[src/rtl/f_accum_reduce.sv]
// Strided window reducer: MAX / MIN / SUM (wrap or saturate) / ARGMAX over
// S = strideMinusOne+1 samples, with a one-cycle valid pulse per completed window.
module f_accum_reduce #(
  parameter int DATA_W   = 32,
  parameter int STRIDE_W = 16,
  parameter int DELAY_W  = 7,
  parameter int SAT      = 0
) (
  input  logic                clk,
  input  logic                rst,
  input  logic                run,
  input  logic                running,
  input  logic [STRIDE_W-1:0] strideMinusOne,
  input  logic [1:0]          mode,
  input  logic [DELAY_W-1:0]  delay0,
  input  logic [DATA_W-1:0]   in0,
  output logic [DATA_W-1:0]   out0,
  output logic [STRIDE_W-1:0] outIndex,
  output logic                outValid
);

  // The counter holds either the start latency or the window length, so it is
  // as wide as the larger of the two.
  localparam int CNT_W = (DELAY_W > STRIDE_W) ? DELAY_W : STRIDE_W;

  localparam logic [CNT_W-1:0]    CNT_ZERO = {CNT_W{1'b0}};
  localparam logic [CNT_W-1:0]    CNT_ONE  = CNT_W'(1'b1);
  localparam logic [STRIDE_W-1:0] IDX_ZERO = {STRIDE_W{1'b0}};
  localparam logic [STRIDE_W-1:0] IDX_ONE  = STRIDE_W'(1'b1);
  localparam logic [DATA_W-1:0]   DATA_ZERO = {DATA_W{1'b0}};
  localparam logic [DATA_W-1:0]   SAT_MAX  = {1'b0, {(DATA_W-1){1'b1}}};
  localparam logic [DATA_W-1:0]   SAT_MIN  = {1'b1, {(DATA_W-1){1'b0}}};

  typedef enum logic [1:0] {
    MODE_MAX    = 2'd0,
    MODE_MIN    = 2'd1,
    MODE_SUM    = 2'd2,
    MODE_ARGMAX = 2'd3
  } mode_e;

  // Two's complement add clamped to the signed DATA_W range.
  function automatic logic [DATA_W-1:0] sat_add(input logic [DATA_W-1:0] a,
                                                input logic [DATA_W-1:0] b);
    logic [DATA_W-1:0] s;
    logic              ovf;
    s   = a + b;
    ovf = (a[DATA_W-1] == b[DATA_W-1]) && (s[DATA_W-1] != a[DATA_W-1]);
    return ovf ? (a[DATA_W-1] ? SAT_MIN : SAT_MAX) : s;
  endfunction

  logic [CNT_W-1:0]    delay_q, delay_d;
  mode_e               mode_q, mode_d;
  logic                armed_q, armed_d;
  logic [DATA_W-1:0]   stored_q, stored_d;
  logic [STRIDE_W-1:0] idx_q, idx_d;
  logic [STRIDE_W-1:0] out_index_q, out_index_d;
  logic                out_valid_q, out_valid_d;

  logic start_s;
  logic last_s;
  logic acc_en_s;
  logic in_gt_s;
  logic in_lt_s;

  // Window framing: start/last strobes and accumulate enable.
  always_comb begin
    start_s  = (delay_q == CNT_ZERO) && !run;
    last_s   = running && (armed_q || start_s) &&
               (((delay_q == CNT_ONE) && !run) ||
                (start_s && (strideMinusOne == IDX_ZERO)));
    // Nothing accumulates on a run cycle or before the first start, so an
    // aborted or not-yet-started window leaves the last result visible.
    acc_en_s = running && !run && (start_s || armed_q);
    in_gt_s  = $signed(in0) > $signed(stored_q);
    in_lt_s  = $signed(in0) < $signed(stored_q);
  end

  // Delay counter, configuration latch and arming.
  always_comb begin
    delay_d = delay_q;
    mode_d  = mode_q;
    armed_d = armed_q;
    if (run) begin
      delay_d = CNT_W'(delay0);
      mode_d  = mode_e'(mode);
      armed_d = 1'b0;
    end else if (delay_q != CNT_ZERO) begin
      delay_d = delay_q - CNT_ONE;
    end else begin
      delay_d = CNT_W'(strideMinusOne);
    end
    if (!run && start_s && running) begin
      armed_d = 1'b1;
    end else begin
      armed_d = armed_d;
    end
  end

  // Reduction datapath; strict compares keep the earliest of tied elements.
  always_comb begin
    stored_d    = stored_q;
    idx_d       = idx_q;
    out_index_d = out_index_q;
    out_valid_d = last_s;
    if (acc_en_s) begin
      if (start_s) begin
        stored_d    = in0;
        idx_d       = IDX_ZERO;
        out_index_d = IDX_ZERO;
      end else begin
        idx_d = idx_q + IDX_ONE;
        case (mode_q)
          MODE_MAX, MODE_ARGMAX: begin
            if (in_gt_s) begin
              stored_d    = in0;
              out_index_d = idx_q + IDX_ONE;
            end else begin
              stored_d = stored_q;
            end
          end
          MODE_MIN: begin
            if (in_lt_s) begin
              stored_d    = in0;
              out_index_d = idx_q + IDX_ONE;
            end else begin
              stored_d = stored_q;
            end
          end
          MODE_SUM: begin
            stored_d    = (SAT != 0) ? sat_add(stored_q, in0) : (stored_q + in0);
            out_index_d = idx_q + IDX_ONE;
          end
          default: begin
            stored_d = stored_q;
          end
        endcase
      end
    end else begin
      stored_d = stored_q;
    end
  end

  // State registers with synchronous reset.
  always_ff @(posedge clk) begin
    if (rst) begin
      delay_q     <= CNT_ZERO;
      mode_q      <= MODE_MAX;
      armed_q     <= 1'b0;
      stored_q    <= DATA_ZERO;
      idx_q       <= IDX_ZERO;
      out_index_q <= IDX_ZERO;
      out_valid_q <= 1'b0;
    end else begin
      delay_q     <= delay_d;
      mode_q      <= mode_d;
      armed_q     <= armed_d;
      stored_q    <= stored_d;
      idx_q       <= idx_d;
      out_index_q <= out_index_d;
      out_valid_q <= out_valid_d;
    end
  end

  assign out0     = stored_q;
  assign outIndex = out_index_q;
  assign outValid = out_valid_q;

endmodule
[config.mk]
export PLATFORM = sky130hd
export DESIGN_NAME = f_accum_reduce
export DESIGN_NICKNAME = d
export VERILOG_FILES = /design/src/rtl/f_accum_reduce.sv
export SDC_FILE = /design/constraint.sdc
export NUM_CORES = 1
export LEC_CHECK = 0
export BUFFER_PORTS_ARGS = -buffer_cell sky130_fd_sc_hd__buf_2
export CAP_MARGIN = 5
export CORE_ASPECT_RATIO = 1.75
export CORE_MARGIN = 1
export CORE_UTILIZATION = 29
export CTS_CLUSTER_SIZE = 25
export DETAILED_ROUTE_END_ITERATION = 16
export HOLD_SLACK_MARGIN = 0.1
export PLACE_DENSITY = 0.46
export SLEW_MARGIN = 5
export SYNTH_ARGS = -nofsm -noshare
export SYNTH_HDL_FRONTEND = slang
export SYNTH_SLANG_ARGS = --single-unit
[constraint.sdc]
create_clock -name clk -period 7.7 [get_ports clk]
set_input_delay 1.54 -clock clk [delete_from_list [all_inputs] [get_ports clk]]
set_output_delay 1.54 -clock clk [all_outputs]
set_load 0.02 [all_outputs]
# [Yosys cells after proc, flatten, opt, wreduce, memory -nomap -nowiden]
# Cells that the tools add are included.
[totals] register_bits=84 in_bits=61
[op_classes] add_sub_neg=3 magnitude_cmp=2 eq_ne=6 n_mux=13 reduce_logical=20
[ops] cell="32-bit 2-to-1 mux" count=3
[ops] cell="32-bit case mux with 3 select lines" count=1
[ops] cell="16-bit 2-to-1 mux" count=5
[ops] cell="16-bit case mux with 3 select lines" count=1
[ops] cell="32-bit adder" count=1
[ops] cell="32-bit > comparator" count=1
[ops] cell="16-bit logical NOT" count=2
[ops] cell="32-bit < comparator" count=1
[ops] cell="16-bit by 1-bit adder with 16-bit output, second input constant" count=1
[ops] cell="16-bit by 1-bit equality test with 1-bit output, second input constant" count=1
[ops] cell="16-bit nonzero test" count=1
[ops] cell="16-bit by 1-bit subtractor with 16-bit output, second input constant" count=1
[ops] cell="1-bit logical AND" count=9
[ops] cell="7-bit 2-to-1 mux" count=1
[ops] cell="3-bit != test, second input constant" count=2
[ops] cell="2-bit equality test, second input constant" count=2
[ops] cell="2-bit OR reduction" count=2
[ops] cell="3-bit AND reduction" count=1
[ops] cell="2-bit by 1-bit equality test with 1-bit output, second input constant" count=1
[ops] cell="2-bit logical NOT" count=1
[ops] cell="1-bit logical OR" count=2
[ops] cell="1-bit 2-to-1 mux" count=2
[ops] cell="2-bit nonzero test" count=1
[ops] cell="1-bit logical NOT" count=1

# [Depth between registers and ports, before layout]
# Gate-level depths: netlist (run 1).
[logic_depth] word_depth=5 mapped_depth=14 mapped_depth_nobuf=12

# [Least setup slack after synthesis (run 1)]
# OpenSTA, ideal clock, no wires.
[synth_timing] path_type="input to register" startpoint="in in0[14]" endpoint="reg stored_q[29], in the netlist out0[29]" setup_time_ps=117 arrival_time_ps=3967 required_ps=7583 slack_ps=3616 path_stages=11 path_buffers=1 path_cell_list="ha_1 clkbuf_1 nand2b_1 a221oi_1 a2111oi_0 o41a_1 o21ai_0 o21ai_1 and2_1 or3_1 a32o_1"
[synth_between] elab_chain_cells=3
[synth_lines] item="start, declared" line_no="16" text="input logic [DATA_W-1:0] in0,"
[synth_lines] item="32-bit adder (tied with other cells)" line_no="130" text="stored_d = (SAT != 0) ? sat_add(stored_q, in0) : (stored_q + in0);"
[synth_lines] item="32-bit case mux with 3 select lines / 3-bit != test (equally long branches)"
[synth_lines] item="32-bit 2-to-1 mux / 3-bit AND reduction (equally long branches)"
[synth_lines] item="end signal, assigned" line_no="157" text="stored_q <= stored_d;"
[synth_lines] item="end, declared" line_no="54" text="logic [DATA_W-1:0] stored_q, stored_d;"
# Several ways; a longest one is shown, not always the timed one.
# A chain may end at the register's enable or synchronous reset.

# [Worst setup path in the final report (run 1)]
[layout_timing] startpoint="reg delay_q[0]" endpoint="reg out_index_q[11], in the netlist outIndex[11]"
[layout_between] elab_chain_cells=5
[layout_lines] item="start, declared" line_no="51" text="logic [CNT_W-1:0] delay_q, delay_d;"
[layout_lines] item="start signal, assigned" line_no="154" text="delay_q <= delay_d;"
[layout_lines] item="16-bit logical NOT *" line_no="67" text="start_s = (delay_q == CNT_ZERO) && !run;"
[layout_lines] item="1-bit logical AND *" line_no="67"
[layout_lines] item="parallel branches: the longest is 3 deep, another holds 3-bit != test"
[layout_lines] item="end signal, assigned" line_no="159" text="out_index_q <= out_index_d;"
[layout_lines] item="end, declared" line_no="56" text="logic [STRIDE_W-1:0] out_index_q, out_index_d;"
# Mark *: on every way between the ends.

==> impl_metrics.json, run 1 <==
{
  "die_y_microns": 202.0,
  "p_switching_mw": 0.4286,
  "synth-edff-count": 0,
  "drive_above_1_share": 0.1560,
  "regToRegEndpoint": "outIndex[11]$_SDFFE_PP0P_",
  "cts_setup_buffers": 0,
  "die_area_sq_um": 23500,
  "area_growth_syn_to_layout_pct": 17.13,
  "cp-end-kind": "register",
  "final_cells": 1266,
  "drt_iter0_markers": 251,
  "whs_endpoint": "outIndex[5]$_SDFFE_PP0P_",
  "vias": 6389,
  "fin_area_sq_um": 7767,
  "dr.pass1.iters": 5,
  "r2r_slack_ns": 3.37,
  "power_frac_comb": 0.240,
  "power_density_nw_per_um2": 172.1,
  "holdCritPathClass": "register to register",
  "route.detailed.drc": 0,
  "required_ns": 7.92,
  "place.gp.congestion": 0.8420,
  "rsz0062_at_grt": "false",
  "synth_nets": 1012,
  "layout_min_cycle_time_ns": 4.331,
  "routed_wirelength_mm": 20.46,
  "synthDistinctLibCells": 67,
  "core_sq_um": 22250,
  "wl_per_cell_microns": 16.16,
  "overflow": 0,
  "max-vdd-ir-drop_mv": 0.1366,
  "grt_max_degree": 60,
  "slowest_stage": "and2_2",
  "cts.sinks": 84,
  "worst_pin_slew_ns": 1.018,
  "setup-violations-final": 0,
  "regToRegStartpoint": "delay_q[0]$_SDFF_PP0_",
  "via_per_inst": 5.047,
  "ant_nets": 0,
  "cp.arrival_ns": 4.56,
  "syn-mean-instance-area_sq_um": 7.519,
  "seq_area_sq_um": 1682,
  "netSwitchingFraction": 0.3206,
  "cp_max_fo": 36,
  "synth_area_leaders": "dfxtp_1 (25%), ha_1 (13%), a21oi_1 (7.8%)",
  "rows": 72,
  "path_cells": "inv_1 -> ha_1 -> or4b_1 -> nor4_4 -> nand3b_1 -> and4_1 -> o211a_1 -> nor2_2 -> and2_2 -> mux2i_1 -> nor2_1",
  "finalHoldViolations": 0,
  "slew_viol_final": 0,
  "reg2reg_depth": 11,
  "cp-start-kind": "register",
  "synth_seq_area_share": 0.2536,
  "synth_ff_type": "dfxtp_1",
  "path_clk_slew_ns": 0.07,
  "cts-buffers-inserted": 9,
  "cts_tree": "built",
  "multi_input_area_sq_um": 4498,
  "antenna_found_initial": 1,
  "io_buffers": 109,
  "first_global_vias": 6283,
  "syn_inst": 882,
  "relSlewSlack": 0.3215,
  "worstHoldStart": "outIndex[5]$_SDFFE_PP0P_",
  "ys_warn_count": 0,
  "path_delay_family": "simple AND/OR/NAND/NOR gates",
  "intPower_mw": 0.9084,
  "max_cap_violations": 0,
  "dp.cells": 1248,
  "fin_skew_ns": 0.01107,
  "holdBufCountCts": 0,
  "max_freq_mhz": 230.9,
  "p_clk_frac": 0.406,
  "dp_hpwl_mm": 15.59,
  "ys_seq_elements": 84,
  "cts_max_level": 3,
  "post_cts_resized": 0,
  "clock_latency_ns": 0.36,
  "die_x_microns": 116.3,
  "period_share": 0.5625,
  "grtUsageTotal": 0.1810,
  "ctsRootBufferMaster": "clkbuf_16",
  "status": "complete, no violations",
  "nFillCells": 2468,
  "mappedNetlistArea_sq_um": 6631,
  "fin_tns_setup_ns": 0,
  "netlist.area_leader.share": 0.2536,
  "clock_path_buffers": 2,
  "async_reset_ff_frac": 0,
  "p_seq_frac": 0.353,
  "ioPinCount": 110,
  "place_area_sq_um": 7403,
  "cpPeakStageDelay_ns": 0.84,
  "start_util": 0.2980,
  "grt_pass1_wl_mm": 32.33,
  "criticalPathCategory": "register to register",
  "holdPathStages": 2,
  "yosysTopAreaCell": "dfxtp_1",
  "path_buf_inv": 1,
  "power.leakage_nw": 3.182,
  "fin_nets": 1093
}
-- worst min-delay path, stage by stage, from the launching register on --
cell     delay, ns
dfxtp_1       0.31
nand2_1       0.05
a21oi_1       0.05
-- cells in the mapped netlist, types with 12 or more instances --
cell type and count:
clkbuf_1 39, nor3_1 23, a211oi_1 12, nand3_1 22
dfxtp_1 84, nand3b_1 12, inv_1 68, mux2i_1 12
xor2_1 20, nor2_1 106, a21oi_1 104, o21ai_0 34
ha_1 68, nor4_1 16, o31ai_1 13, nand2_1 75
xnor2_1 27
-- metal layers --
layer  vias to the layer above  part of all wire  global-route usage
met4                         0             0.033             0.08059
met1                      2968              0.39              0.1900
li1                       3277                 -                   -
met5                         -                 0                   0
met3                        32             0.037             0.03478
met2                       112              0.54              0.3373
-- worst max-delay path by stage --
stage / start / to / slack [ns] / depth (start not counted)
CTS: delay_q[0]$_SDFF_PP0_ / outIndex[6]$_SDFFE_PP0P_ / 3.29 / 11
detailed placement: in0[12] / outIndex[11]$_SDFFE_PP0P_ / 2.94 / 11
finish: delay_q[0]$_SDFF_PP0_ / outIndex[11]$_SDFFE_PP0P_ / 3.37 / 11
floorplan: in0[14] / out0[29]$_SDFFE_PP0P_ / 3.62 / 11
global placement: in0[25] / outIndex[6]$_SDFFE_PP0P_ / 2.99 / 11
global route: delay_q[0]$_SDFF_PP0_ / outIndex[6]$_SDFFE_PP0P_ / 3.02 / 11
-- cell families after synthesis --
group | count (synthesis) | share of synthesized area
flip-flops | 84 | 0.2536
multiplexers | 12 | 0.01811
XOR/XNOR | 47 | 0.06208
adder cells (fa/ha/maj) | 69 | 0.1313
AO/OA/AOI/OAI | 236 | 0.2292
AND/OR/NAND/NOR | 320 | 0.2359
buffers and inverters | 114 | 0.06981
-- area by class of cell --
type	instances	area share
diodes	2	0.0006443
clock buffers	11	0.03254
clock inverters	5	0.01369
inverters	68	0.03286
multi-input cells	684	0.5791
flip-flops and latches	84	0.2165
well taps	296	0.04768
repair buffers	116	0.07700
-- power groups by stage --
| stage | Clock (mW) | Sequential [mW] | Combinational (mW) |
|---|---|---|---|
| global route | 0.570 | 0.475 | 0.363 |
| floorplan | 0 | 0.485 | 0.223 |
| global placement | 0 | 0.482 | 0.326 |
| finish | 0.543 | 0.472 | 0.322 |
| detailed placement | 0 | 0.482 | 0.324 |
| CTS | 0.558 | 0.472 | 0.327 |
-- layout by cell type, fill, tap and decap left out, types with 3 or more instances in the layout --
cell,instances
nor2b_1,7
a22o_1,4
xor2_1,20
nand2_1,75
clkbuf_16,9
a32o_1,3
nand4_1,11
o211ai_2,8
dfxtp_1,84
nor3b_1,4
nor2_1,106
buf_4,7
nand3b_1,12
a21oi_1,104
and3_1,8
a211o_1,6
o21bai_1,9
nor4_1,16
inv_1,68
o211ai_1,8
xnor2_1,27
nand3_1,22
bufinv_16,3
ha_1,68
o21ai_0,34
and2_1,3
nor3_1,23
buf_2,109
nand2b_1,6
or3_1,11
a211oi_1,12
o31ai_1,13
a21o_1,5
mux2i_1,12
-- state kept, by name, summed over array words and instances, names as in the netlist --
signal and flops:
out0 32, delay_q 16, idx_q 16, outIndex 16
mode_q 2, armed_q 1, outValid 1
-- per-stage QoR --
stage / power, mW / hold slack [ns] / utilization / worst slack, ns
after detailed placement: 0.8061 / 0.4519 / 0.3327 / 2.937
after floorplan: 0.7074 / 0.4569 / - / 3.616
after CTS: 1.358 / 0.4610 / 0.3489 / 3.288
after global placement: 0.8080 / 0.4483 / 0.3327 / 2.990
after global routing: 1.408 / 0.4904 / 0.3489 / 3.020
final: 1.337 / 0.4575 / 0.3491 / 3.369
(Power assumes the default switching activity.)
==> run 2: changes to the inputs <==
--- a/config.mk
+++ b/config.mk
@@ -13,7 +13,7 @@
 export CTS_CLUSTER_SIZE = 25
 export DETAILED_ROUTE_END_ITERATION = 16
 export HOLD_SLACK_MARGIN = 0.1
-export PLACE_DENSITY = 0.46
+export PLACE_DENSITY = 0.47
 export SLEW_MARGIN = 5
 export SYNTH_ARGS = -nofsm -noshare
 export SYNTH_HDL_FRONTEND = slang
==> constraint.sdc (replaced) <==
create_clock -name clk -period 3.6 [get_ports clk]
set_input_delay 0.72 -clock clk [delete_from_list [all_inputs] [get_ports clk]]
set_output_delay 0.72 -clock clk [all_outputs]
set_load 0.02 [all_outputs]
==> impl_metrics.json, run 2 (same netlist as run 1, synthesis figures left out) <==
{
  "status": "complete, no violations",
  "endpoint": "out0[7]$_SDFFE_PP0P_",
  "cp-end-kind": "register",
  "overflow": 0,
  "criticalPathCategory": "register to register",
  "finalHoldViolations": 0,
  "cp_max_fo": 28,
  "die_area_sq_um": 23500,
  "antenna_found_initial": 1,
  "area_growth_syn_to_layout_pct": 20.11,
  "start_util": 0.2980,
  "path_cells": "inv_1 -> ha_1 -> or4b_1 -> nor4_4 -> nand3b_1 -> buf_4 -> and2_2 -> buf_4 -> a211o_1 -> a21oi_1",
  "rsz0062_at_grt": "false",
  "setup-violations-final": 0,
  "period_share": 0.8913,
  "dp_hpwl_mm": 16.16,
  "rows": 72,
  "cp_num_cells": 10,
  "via_per_inst": 5.032,
  "grtUsageTotal": 0.1825,
  "diodes": 0,
  "holdBufCountCts": 0,
  "grt_max_degree": 69,
  "die_x_microns": 116.3,
  "fin_skew_ns": 0.008494,
  "worst_pin_slew_ns": 0.8329,
  "path_buf_inv": 3,
  "cp.arrival_ns": 3.50,
  "layout_min_cycle_time_ns": 3.209,
  "grt_pass1_wl_mm": 32.83,
  "cpPeakStageDelay_ns": 0.55,
  "cp-start-kind": "register",
  "cts-buffers-inserted": 9,
  "reg2reg_depth": 10,
  "route.detailed.drc": 0,
  "final_common_cell": "buf_2",
  "holdCritPathClass": "register to register",
  "crit_path_frequent_cell": "buf_4",
  "dr.pass1.iters": 4,
  "clock_path_buffers": 2,
  "power_density_nw_per_um2": 341.8,
  "ioPinCount": 110,
  "drive_above_1_share": 0.1832,
  "final_cell_mix": "buf_2 (109), nor2_1 (106), a21oi_1 (104), dfxtp_1 (84), nand2_1 (75)",
  "slowest_stage": "or4b_1",
  "cts_tree": "built",
  "regToRegStartpoint": "delay_q[1]$_SDFF_PP0_",
  "largest_reg_flops": 32,
  "max_cap_violations": 0,
  "fin_nets": 1124,
  "slew_viol_final": 0,
  "fin_tns_setup_ns": 0,
  "path_delay_family": "simple AND/OR/NAND/NOR gates",
  "die_y_microns": 202.0,
  "path_clk_slew_ns": 0.07,
  "cts.sinks": 84,
  "cp-startpoint": "delay_q[1]$_SDFF_PP0_",
  "drt_iter0_markers": 195,
  "clock_latency_ns": 0.36,
  "place.gp.congestion": 0.8567,
  "io_buffers": 109,
  "ant_nets": 0,
  "max-vdd-ir-drop_mv": 0.1953,
  "regToRegEndpoint": "out0[7]$_SDFFE_PP0P_",
  "core_sq_um": 22250,
  "ctsRootBufferMaster": "clkbuf_16",
  "wl_per_cell_microns": 15.85,
  "final_core_util": 0.3580,
  "routed_wirelength_mm": 20.52,
  "power.leakage_nw": 3.313,
  "first_global_vias": 6538,
  "required_ns": 3.89,
  "cts_max_level": 3,
  "r2r_slack_ns": 0.39,
  "vias": 6517,
  "max_freq_mhz": 311.6,
  "relSlewSlack": 0.4447
}
run 2: per-stage QoR:
| stage | power [mW] | instance area, sq um | hold WS (ns) | cells | worst slack (ns) |
|---|---|---|---|---|---|
| 3_5_place_dp | 1.761 | 7661 | 0.4449 | 1279 | 0.009709 |
| 3_3_place_gp | 1.765 | 7661 | 0.4425 | 1279 | 0.01885 |
| 6_report | 2.722 | 7965 | 0.4526 | 1295 | 0.3913 |
| 2_1_floorplan | 1.513 | 6631 | 0.4569 | 882 | 0.3357 |
| 5_1_grt | 2.896 | 7965 | 0.4874 | 1295 | 0.02600 |
| 4_1_cts | 2.769 | 7960 | 0.4531 | 1295 | 0.3328 |
run 2: timing repair:
action,CTS,global route
gates resized for setup,0,1
endpoints found under the hold margin,0,0
setup buffers,0,0
endpoints found under the setup margin,0,1
run 2: layout make-up:
class,count,area [sq um]
clock buffers,9,225.2
clock inverters,7,73.82
fillers,2467,14290
inverters,68,255.2
multi-input cells,684,4503
flip-flops and latches,84,1682
well taps,296,370.4
repair buffers,147,855.8
run 2: how the worst min path moves through the flow:
| stage | from | endpoint | slack [ns] | cells after the start |
|---|---|---|---|---|
| 2_1_floorplan | idx_q[13]$_SDFFE_PP0P_ | idx_q[13]$_SDFFE_PP0P_ | 0.46 | 2 |
| 3_3_place_gp | outIndex[9]$_SDFFE_PP0P_ | outIndex[9]$_SDFFE_PP0P_ | 0.44 | 2 |
| 3_5_place_dp | outIndex[4]$_SDFFE_PP0P_ | outIndex[4]$_SDFFE_PP0P_ | 0.44 | 2 |
| 4_1_cts | outIndex[4]$_SDFFE_PP0P_ | outIndex[4]$_SDFFE_PP0P_ | 0.45 | 2 |
| 5_1_grt | outIndex[5]$_SDFFE_PP0P_ | outIndex[5]$_SDFFE_PP0P_ | 0.49 | 2 |
| 6_report | outIndex[4]$_SDFFE_PP0P_ | outIndex[4]$_SDFFE_PP0P_ | 0.45 | 2 |
run 2: worst register-to-register path: stages, from the launching register on:
cell and delay (ns):
dfxtp_1 0.38, inv_1 0.11, ha_1 0.26, or4b_1 0.55, nor4_4 0.30, nand3b_1 0.19
buf_4 0.24, and2_2 0.41, buf_4 0.31, a211o_1 0.29, a21oi_1 0.11
run 2: where the power goes:
group	switching (mW)	internal, mW
Combinational	0.442	0.287
Clock	0.445	0.542
Sequential	0.0404	0.966
run 2: layer usage:
metal	routed length, microns	global-route usage	vias up
met5	13	0	-
met3	668	0.03058	39
met2	11260	0.3506	104
met4	618	0.08104	2
li1	-	-	3328
met1	7960	0.1852	3044
==> run 3: changes to the inputs <==
--- a/config.mk
+++ b/config.mk
@@ -7,7 +7,7 @@
 export LEC_CHECK = 0
 export BUFFER_PORTS_ARGS = -buffer_cell sky130_fd_sc_hd__buf_2
 export CAP_MARGIN = 5
-export CORE_ASPECT_RATIO = 1.75
+export CORE_ASPECT_RATIO = 1.1
 export CORE_MARGIN = 1
 export CORE_UTILIZATION = 29
 export CTS_CLUSTER_SIZE = 25
==> impl_metrics.json, run 3 (same netlist as run 1, synthesis figures left out) <==
{
  "slowest_stage": "or4b_1",
  "reg2reg_depth": 12,
  "final_cell_mix": "buf_2 (109), nor2_1 (106), a21oi_1 (104), dfxtp_1 (84), nand2_1 (75)",
  "endpoint": "out0[25]$_SDFFE_PP0P_",
  "cts_tree": "built",
  "antenna_found_initial": 2,
  "first_global_vias": 6371,
  "cp-start-kind": "register",
  "wl_met2_mm": 9.560,
  "clock_latency_ns": 0.36,
  "fin_skew_ns": 0.01242,
  "period_share": 0.9157,
  "relSlewSlack": 0.4216,
  "cp_max_fo": 22,
  "routed_wirelength_mm": 20.18,
  "wl_met3_microns": 864,
  "die_area_sq_um": 23480,
  "required_ns": 3.87,
  "cts-buffers-inserted": 9,
  "cp-end-kind": "register",
  "start_util": 0.2980,
  "regToRegEndpoint": "out0[25]$_SDFFE_PP0P_",
  "route.detailed.drc": 0,
  "core_sq_um": 22250,
  "drt-met1-wl_mm": 9.356,
  "max_freq_mhz": 303.4,
  "criticalPathCategory": "register to register",
  "largest_reg_flops": 32,
  "vias": 6486,
  "grt_max_degree": 69,
  "power.leakage_nw": 3.314,
  "status": "complete, no violations",
  "dr.pass1.iters": 4,
  "highest_layer": "met5",
  "cts.sinks": 84,
  "dp.cells": 1280,
  "die_x_microns": 146.2,
  "r2r_slack_ns": 0.30,
  "max_cap_violations": 0,
  "worstHoldStart": "outIndex[10]$_SDFFE_PP0P_",
  "ant_nets": 0,
  "drive_above_1_share": 0.1838,
  "ctsRootBufferMaster": "clkbuf_16",
  "rsz0062_at_grt": "false",
  "holdBufCountCts": 0,
  "post_cts_resized": 0,
  "fin_nets": 1126,
  "io_buffers": 109,
  "cpPeakStageDelay_ns": 0.54,
  "fin_tns_setup_ns": 0,
  "cts_max_level": 3,
  "cp.arrival_ns": 3.57,
  "cp-startpoint": "delay_q[1]$_SDFF_PP0_",
  "layout_min_cycle_time_ns": 3.297,
  "final_cells": 1297,
  "setup-violations-final": 0,
  "finalHoldViolations": 0,
  "overflow": 0,
  "holdCritPathClass": "register to register",
  "drt_iter0_markers": 237,
  "slew_viol_final": 0,
  "clock_path_buffers": 2,
  "die_y_microns": 160.6,
  "path_clk_slew_ns": 0.07,
  "grt_pass1_wl_mm": 32.89,
  "max-vdd-ir-drop_mv": 0.1934,
  "ioPinCount": 110,
  "regToRegStartpoint": "delay_q[1]$_SDFF_PP0_",
  "place.gp.congestion": 0.8255,
  "path_cells": "inv_1 -> ha_1 -> or4b_1 -> nor4_4 -> nand3b_1 -> and4_1 -> o211a_1 -> nor2_2 -> nand2_1 -> buf_4 -> a211o_1 -> a21oi_1",
  "wl_per_cell_microns": 15.56,
  "final_common_cell": "buf_2",
  "worst_pin_slew_ns": 0.8676,
  "power_density_nw_per_um2": 343.3,
  "holdWs_ns": 0.4530,
  "via_per_inst": 5.001,
  "grtUsageTotal": 0.1754,
  "area_growth_syn_to_layout_pct": 20.09,
  "dp_hpwl_mm": 15.35,
  "cts_setup_buffers": 0,
  "rows": 57
}
-- run 3: cell count changes in the layout (fill, tap and decap cells not counted), sizes merged --
cell   previous run  this run
diode             0         1
buf             147       149
-- run 3: critical path: cells and delay by family (launching register included) --
family | cells | cell delay, ns
compound gates | 3 | 0.61
fa+ha+maj | 1 | 0.25
buf+inv | 2 | 0.36
flops | 1 | 0.37
simple gates | 6 | 1.62
-- run 3: layout make-up --
class	instances	area [sq um]
sequential	84	1682
clock buffer	9	225.2
timing repair buffer	149	858.3
tap	295	369.1
multi-input combinational	684	4498
inverter	68	255.2
fill	2423	14290
antenna	1	2.502
clock inverter	7	73.82
-- run 3: how the worst min path moves through the flow --
stage / slack (ns) / end / cells after the start
floorplan: 0.46 / idx_q[13]$_SDFFE_PP0P_ / 2
global placement: 0.44 / outIndex[10]$_SDFFE_PP0P_ / 2
detailed placement: 0.45 / outIndex[5]$_SDFFE_PP0P_ / 2
CTS: 0.46 / outIndex[5]$_SDFFE_PP0P_ / 2
global route: 0.48 / outIndex[4]$_SDFFE_PP0P_ / 2
finish: 0.45 / outIndex[10]$_SDFFE_PP0P_ / 2
-- run 3: layer usage --
metal | vias up | track usage
met3 | 30 | 0.02869
met5 | - | 0
met1 | 2974 | 0.2213
met2 | 138 | 0.3017
met4 | 2 | 0.05871
li1 | 3342 | -
-- run 3: metrics by stage --
stage	power, mW	cell area (sq um)	utilization	setup slack, ns
final	2.734	7964	0.3579	0.3035
after detailed placement	1.760	7662	0.3444	0.006568
after global routing	2.898	7961	0.3578	0.05962
after global placement	1.766	7662	0.3444	0.01249
after floorplan	1.513	6631	-	0.3357
after CTS	2.775	7961	0.3578	0.2699
-- run 3: power by group --
| group | switching, mW | total, mW | internal (mW) |
|---|---|---|---|
| registers | 0.0423 | 1.01 | 0.966 |
| clock network | 0.456 | 0.999 | 0.543 |
| logic | 0.440 | 0.727 | 0.287 |
